$ cat config.mk
export PLATFORM = sky130hd
export DESIGN_NAME = console_uart_tx
export DESIGN_NICKNAME = d
export VERILOG_FILES = /design/src/rtl/console_uart_tx_pkg.sv /design/src/rtl/console_uart_tx_fifo.sv /design/src/rtl/console_uart_tx.sv
export SDC_FILE = /design/constraint.sdc
export NUM_CORES = 1
export LEC_CHECK = 0
export ABC_CLOCK_PERIOD_IN_PS = 3700
export BUFFER_PORTS_ARGS = -buffer_cell sky130_fd_sc_hd__buf_2
export CORE_MARGIN = 2
export CORE_UTILIZATION = 25
export DETAILED_ROUTE_END_ITERATION = 10
export HOLD_SLACK_MARGIN = 0.02
export REMOVE_ABC_BUFFERS = 1
export SYNTH_ARGS = -nofsm -noshare
export SYNTH_HDL_FRONTEND = slang
export SYNTH_SLANG_ARGS = --single-unit
$ cat constraint.sdc
create_clock -name i_clk -period 3.7 [get_ports i_clk]
set_input_delay 0.185 -clock i_clk [delete_from_list [all_inputs] [get_ports i_clk]]
set_output_delay 0.185 -clock i_clk [all_outputs]
set_load 0.02 [all_outputs]
$ cat src/rtl/console_uart_tx_pkg.sv
// Shared definitions for the console peripheral: bus addresses, STATUS bit
// layout and TX FSM states (PARITY exists only when CONSOLE_PARITY_EN is defined).
package console_uart_tx_pkg;

    localparam logic [23:0] CON_STATUS_ADDR = 24'hFFFFFD;
    localparam logic [23:0] CON_STDOUT_ADDR = 24'hFFFFFE;
    localparam logic [23:0] CON_HALT_ADDR   = 24'hFFFFFF;

    localparam int unsigned ST_FULL  = 0;
    localparam int unsigned ST_EMPTY = 1;
    localparam int unsigned ST_BUSY  = 2;
    localparam int unsigned ST_OVF   = 3;
    localparam int unsigned ST_HALT  = 4;

    localparam int unsigned DATA_BITS = 8;

    typedef enum logic [2:0] {
        TX_IDLE,
        TX_START,
        TX_DATA,
`ifdef CONSOLE_PARITY_EN
        TX_PARITY,
`endif
        TX_STOP
    } tx_state_e;

    function automatic logic [31:0] status_word(
        input logic halt,
        input logic ovf,
        input logic busy,
        input logic empty,
        input logic full
    );
        logic [31:0] w;
        w           = '0;
        w[ST_HALT]  = halt;
        w[ST_OVF]   = ovf;
        w[ST_BUSY]  = busy;
        w[ST_EMPTY] = empty;
        w[ST_FULL]  = full;
        return w;
    endfunction

endpackage

$ cat src/rtl/console_uart_tx_fifo.sv
// console_fifo: small synchronous byte FIFO; wrap-around pointers carry one
// extra MSB so full and empty are distinguishable without a counter.
module console_fifo #(
    parameter int unsigned DEPTH = 4,
    parameter int unsigned WIDTH = 8
) (
    input  logic             i_clk,
    input  logic             i_rstb,
    input  logic             i_clk_en,
    input  logic             i_push,
    input  logic             i_pop,
    input  logic [WIDTH-1:0] i_data,
    output logic [WIDTH-1:0] o_data,
    output logic             o_full,
    output logic             o_empty
);

    localparam int unsigned AW = $clog2(DEPTH);
    localparam logic [AW:0] PTR_ONE = 1;

    logic [WIDTH-1:0] mem [DEPTH];
    logic [AW:0]      wr_ptr;
    logic [AW:0]      rd_ptr;
    logic             do_push;
    logic             do_pop;

    assign o_empty = (wr_ptr == rd_ptr);
    assign o_full  = (wr_ptr[AW] != rd_ptr[AW]) && (wr_ptr[AW-1:0] == rd_ptr[AW-1:0]);

    // A pop frees the slot in the same cycle, so a push into a full FIFO is
    // accepted when a pop happens alongside it.
    assign do_pop  = i_pop & ~o_empty;
    assign do_push = i_push & (~o_full | do_pop);

    always_ff @(posedge i_clk) begin
        if (!i_rstb) begin
            wr_ptr <= '0;
            rd_ptr <= '0;
        end else if (i_clk_en) begin
            if (do_push) wr_ptr <= wr_ptr + PTR_ONE;
            if (do_pop)  rd_ptr <= rd_ptr + PTR_ONE;
        end
    end

    always_ff @(posedge i_clk) begin
        if (i_clk_en && do_push) mem[wr_ptr[AW-1:0]] <= i_data;
    end

    assign o_data = mem[rd_ptr[AW-1:0]];

endmodule

$ cat src/rtl/console_uart_tx.sv
// Memory-mapped console: STATUS/STDOUT/HALT decode, TX byte FIFO and UART
// serialiser. Define CONSOLE_PARITY_EN for 8E1 frames instead of 8N1.
module console_uart_tx
    import console_uart_tx_pkg::*;
#(
    parameter int unsigned BAUD_DIV   = 8,
    parameter int unsigned FIFO_DEPTH = 4,
    parameter int unsigned ADDR_W     = 24
) (
    input  logic              i_clk,
    input  logic              i_rstb,
    input  logic              i_clk_en,
    input  logic [ADDR_W-1:0] i_daddr,
    input  logic              i_wr,
    input  logic              i_rd,
    input  logic [31:0]       i_din,
    output logic [31:0]       o_dout,
    output logic              o_sel,
    output logic              o_txd,
    output logic              o_halt
);

    localparam int unsigned       BW        = $clog2(BAUD_DIV);
    localparam logic [BW-1:0]     BAUD_LAST = BW'(BAUD_DIV - 1);
    localparam logic [BW-1:0]     BAUD_ONE  = 1;
    localparam logic [ADDR_W-1:0] A_STATUS  = ADDR_W'(CON_STATUS_ADDR);
    localparam logic [ADDR_W-1:0] A_STDOUT  = ADDR_W'(CON_STDOUT_ADDR);
    localparam logic [ADDR_W-1:0] A_HALT    = ADDR_W'(CON_HALT_ADDR);
    localparam logic [2:0]        LAST_BIT  = 3'(DATA_BITS - 1);

    logic        is_status;
    logic        is_stdout;
    logic        is_halt;
    logic        push_req;
    logic        drop;
    logic        ovf;
    logic        busy;
    logic [31:0] rd_data;
    logic        unused_din;

    logic        fifo_full;
    logic        fifo_empty;
    logic [7:0]  fifo_dout;
    logic        tx_pop;

    tx_state_e   state, state_n;
    logic [BW-1:0] baud_cnt, baud_n;
    logic [2:0]  bit_cnt, bit_n;
    logic [7:0]  shreg, shreg_n;
    logic        txd_n;
`ifdef CONSOLE_PARITY_EN
    logic        par_bit, par_n;
`endif

    assign is_status  = (i_daddr == A_STATUS);
    assign is_stdout  = (i_daddr == A_STDOUT);
    assign is_halt    = (i_daddr == A_HALT);
    assign o_sel      = is_status | is_stdout | is_halt;
    assign unused_din = ^i_din[31:8];

    assign push_req = i_clk_en & i_wr & is_stdout;
    assign drop     = push_req & fifo_full & ~tx_pop;
    assign busy     = (state != TX_IDLE);

    console_fifo #(
        .DEPTH (FIFO_DEPTH),
        .WIDTH (8)
    ) u_fifo (
        .i_clk    (i_clk),
        .i_rstb   (i_rstb),
        .i_clk_en (i_clk_en),
        .i_push   (push_req),
        .i_pop    (tx_pop),
        .i_data   (i_din[7:0]),
        .o_data   (fifo_dout),
        .o_full   (fifo_full),
        .o_empty  (fifo_empty)
    );

    always_comb begin
        rd_data = '0;
        if (is_status) rd_data = status_word(o_halt, ovf, busy, fifo_empty, fifo_full);
        else if (is_halt) rd_data = {31'b0, o_halt};
    end

    always_ff @(posedge i_clk) begin
        if (!i_rstb) begin
            o_halt <= 1'b0;
            ovf    <= 1'b0;
            o_dout <= '0;
        end else if (i_clk_en) begin
            if (i_wr && is_halt) o_halt <= 1'b1;
            if (i_wr && is_status) ovf <= 1'b0;
            else if (drop)         ovf <= 1'b1;
            if (i_rd && o_sel) o_dout <= rd_data;
        end
    end

    always_ff @(posedge i_clk) begin
        if (!i_rstb) begin
            state    <= TX_IDLE;
            baud_cnt <= '0;
            bit_cnt  <= '0;
            shreg    <= '0;
            o_txd    <= 1'b1;
`ifdef CONSOLE_PARITY_EN
            par_bit  <= 1'b0;
`endif
        end else if (i_clk_en) begin
            state    <= state_n;
            baud_cnt <= baud_n;
            bit_cnt  <= bit_n;
            shreg    <= shreg_n;
            o_txd    <= txd_n;
`ifdef CONSOLE_PARITY_EN
            par_bit  <= par_n;
`endif
        end
    end

    // Frame start is shared by IDLE and end-of-STOP, so it is applied last as
    // an override; that keeps back-to-back frames free of an idle gap.
    always_comb begin
        state_n = state;
        baud_n  = baud_cnt;
        bit_n   = bit_cnt;
        shreg_n = shreg;
        txd_n   = o_txd;
        tx_pop  = 1'b0;
`ifdef CONSOLE_PARITY_EN
        par_n   = par_bit;
`endif
        if (state == TX_IDLE) begin
            tx_pop = ~fifo_empty;
        end else if (baud_cnt != '0) begin
            baud_n = baud_cnt - BAUD_ONE;
        end else begin
            baud_n = BAUD_LAST;
            case (state)
                TX_START: begin
                    state_n = TX_DATA;
                    txd_n   = shreg[0];
                    shreg_n = {1'b0, shreg[7:1]};
                    bit_n   = '0;
                end
                TX_DATA: begin
                    if (bit_cnt == LAST_BIT) begin
`ifdef CONSOLE_PARITY_EN
                        state_n = TX_PARITY;
                        txd_n   = par_bit;
`else
                        state_n = TX_STOP;
                        txd_n   = 1'b1;
`endif
                    end else begin
                        bit_n   = bit_cnt + 3'd1;
                        txd_n   = shreg[0];
                        shreg_n = {1'b0, shreg[7:1]};
                    end
                end
`ifdef CONSOLE_PARITY_EN
                TX_PARITY: begin
                    state_n = TX_STOP;
                    txd_n   = 1'b1;
                end
`endif
                TX_STOP: begin
                    if (fifo_empty) begin
                        state_n = TX_IDLE;
                        baud_n  = '0;
                        txd_n   = 1'b1;
                    end else begin
                        tx_pop = 1'b1;
                    end
                end
                default: begin
                    state_n = TX_IDLE;
                    baud_n  = '0;
                    txd_n   = 1'b1;
                end
            endcase
        end
        if (tx_pop) begin
            state_n = TX_START;
            baud_n  = BAUD_LAST;
            bit_n   = '0;
            shreg_n = fifo_dout;
            txd_n   = 1'b0;
`ifdef CONSOLE_PARITY_EN
            par_n   = ^fifo_dout;
`endif
        end
    end

endmodule

==> results.yml <==
synth:
  synth_top_area_cell: "edfxtp_1"
  synth.distinct_cells: 53
  postSynth.asyncResetShare: 0
  synthCells: 283
  synth_area_leaders: "edfxtp_1 (30%), dfxtp_1 (20%), buf_4 (6.4%)"
  ys_ff_latch: 64
  netlist.area_leader.share: 0.303
  synth_area_sq_um: 3170
  synth_ff_type: "edfxtp_1"
  syn_area_per_cell_sq_um: 11.2
  synth-seq-area-share: 0.505
  synth_edf_count: 32
  yosysWarnings: 0
clock_tree:
  cts_buffer_depth: 2
  cts_made_buffers: 9
  cts_resized: 0
  htree_levels: 3
  cts_hold_buf: 0
  cts_root_buffer: "clkbuf_16"
  cts_tree: "built"
  clk_pin_slew_ps: 50
  clock_latency_ps: 320
  cts_sinks: 64
  cts_setup_buffers: 0
global_routing:
  use_met2: 0.170
  grt-ovfl-total: 0
  top_usage_layer: "met2"
  grt_max_degree: 25
  grt_pass1_wl_mm: 10.1
  grt.total_usage: 0.0958
  grt_pass1_vias: 2165
  antenna_found_initial: 0
  grt_use_met1: 0.108
  use_met3: 0.0244
final_layout:
  antennaDiodeCount: 0
  final_nets: 404
  nFillCells: 1290
  drive_above_1_share: 0.230
  layout_common_cells: "buf_2 (44), dfxtp_1 (32), edfxtp_1 (32), conb_1 (27), nand2_1 (17)"
  area.sequential_sq_um: 1600
  design_area_sq_um: 3770
  area_delta_synth_final_pct: 19.0
  multiInputGateArea_sq_um: 1380
  layout.cells.most_common: "buf_2"
power_and_ir_drop:
  peakVddDrop_v: 0.000220
  power_frac_clock: 0.508
  p_sw_frac: 0.220
  internal_power_uw: 1290
  power_frac_comb: 0.041
  leakage_uw: 0.00143
  p_per_area_nw_per_um2: 438
  p_switching_uw: 364
  seqPwrFrac: 0.450
  p_total_uw: 1650
die:
  fp.coreArea_sq_um: 12500
  num_rows: 41
  die_height_microns: 117
  ios: 96
  start_util: 0.253
  die_w_microns: 117
  die_area_sq_um: 13600
sta:
  post-route-min-period_ps: 2430
  slew_headroom: 0.420
  tns_ps: 0
  min_period_over_period: 0.657
  setup_viol: 0
  final.setup_skew_ps: 7.33
  final_hold_viol_count: 0
  slew_violations: 0
  tightestPinTransition_ps: 867
  fmax_ghz: 0.412
  rsz0062_at_grt: "no"
routing:
  avgRoutedWirePerCell_microns: 11.8
  postRouteAntennaNets: 0
  dr.pass1.iters: 4
  wirelength_mm: 6.01
  via_per_inst: 4.31
  drc: 0
  drtIter0Drc: 112
  vias: 2184
placement:
  dpl.hpwl_mm: 4.27
  gp_congestion: 0.795
  port_buffers: 44
  placed_area_sq_um: 3470
critical_path:
  reg2reg_depth: 4
  timing.rr.start: "u_fifo.wr_ptr[0]"
  startpoint_type: "register"
  cp-startpoint: "u_fifo.wr_ptr[0]"
  cp.required_ps: 3640
  crit_path_end_kind: "register"
  crit_arrival_ps: 2370
  r2r_slack_ps: 1270
  crit_type: "reg -> reg"
  worst-path-max-fanout: 8
hold_path:
  holdPathStages: 1
  hp-start: "i_din[3]"
  hold_class: "in -> reg"
run_status:
  outcome: "finished, final reports clean"
flow_run:
  maxCapViolations: 0
-- flip-flops by register name, summed over array words and instances (netlist names), named ones only --
signal and count:
u_fifo.mem 32, shreg 8, o_dout 5, baud_cnt 3, bit_cnt 3, u_fifo.rd_ptr 3, u_fifo.wr_ptr 3, state 2
o_halt 1, o_txd 1, ovf 1
-- final timing paths --
kind | end
worst max-delay path | u_fifo.mem[3][7]
worst min-delay path | u_fifo.mem[2][3]
worst max register to register | u_fifo.mem[3][7]
worst min register to register | o_dout[4]
-- worst max-delay path: stages (launching register included) --
cell      delay, ps
dfxtp_1         440
xor2_1          350
nor3_2          130
a2111o_1        460
nor2_1          670
-- synth_stat cells, types with 2 or more instances --
cell / n
nand2b_1: 3
buf_4: 27
nand4_1: 6
mux2i_1: 2
dfxtp_1: 32
nor2_1: 11
or3_1: 4
clkbuf_1: 5
nor3_1: 5
xor2_1: 5
nand3_1: 8
edfxtp_1: 32
nor2b_1: 2
o21ai_0: 14
o211ai_1: 2
inv_1: 11
nand2_1: 17
ha_1: 13
and3_1: 4
o21ai_1: 10
o21a_1: 2
mux4_2: 8
nand3b_1: 7
xnor2_1: 2
a21oi_1: 16
or4_1: 4
and2_1: 4
a22o_1: 2
-- power by group through the flow --
stage                     logic, uW  clock network [uW]  registers [uW]
after floorplan                32.4                   0             759
after global placement         65.9                   0             758
after detailed placement       67.5                   0             758
after CTS                      68.0                 856             743
after global routing           77.0                 887             743
final                          68.1                 840             743
-- through the flow --
stage	cells	setup WS, ps	hold slack (ps)	utilization
after global routing	507	1080	69.8	0.301
after detailed placement	491	1100	403	0.277
after floorplan	273	1570	274	-
after global placement	491	1100	400	0.277
after CTS	507	1200	67.9	0.301
final	507	1270	78.0	0.301
-- per-layer routing --
| layer | wire [microns] | share of wire | vias up |
|---|---|---|---|
| met5 | 0 | 0 | - |
| met4 | 56 | 0.0093 | 0 |
| met3 | 324 | 0.054 | 6 |
| met2 | 3040 | 0.51 | 59 |
| met1 | 2580 | 0.43 | 1034 |
| li1 | - | - | 1085 |
-- logic make-up (layout without fill, tap and decap cells) --
kind of cell / count (synthesis) / in the layout / synth area share
flip-flops: 64 / 64 / 0.505
AND/OR/NAND/NOR: 82 / 82 / 0.148
adder cells (fa/ha/maj): 13 / 13 / 0.0513
multiplexers: 11 / 11 / 0.0667
buffers and inverters: 47 / 73 / 0.0908
AO/OA/AOI/OAI: 58 / 58 / 0.118
XOR/XNOR: 7 / 7 / 0.0193
other: 1 / 27 / 0.00118
-- final cells by class --
type                            count  area share
Clock buffer                        9      0.0597
Tap cell                          172      0.0570
Multi-Input combinational cell    198       0.365
Inverter                           11      0.0109
Timing Repair Buffer               46      0.0623
Sequential cell                    64       0.424
Clock inverter                      7      0.0202
(Power assumes the default switching activity.)
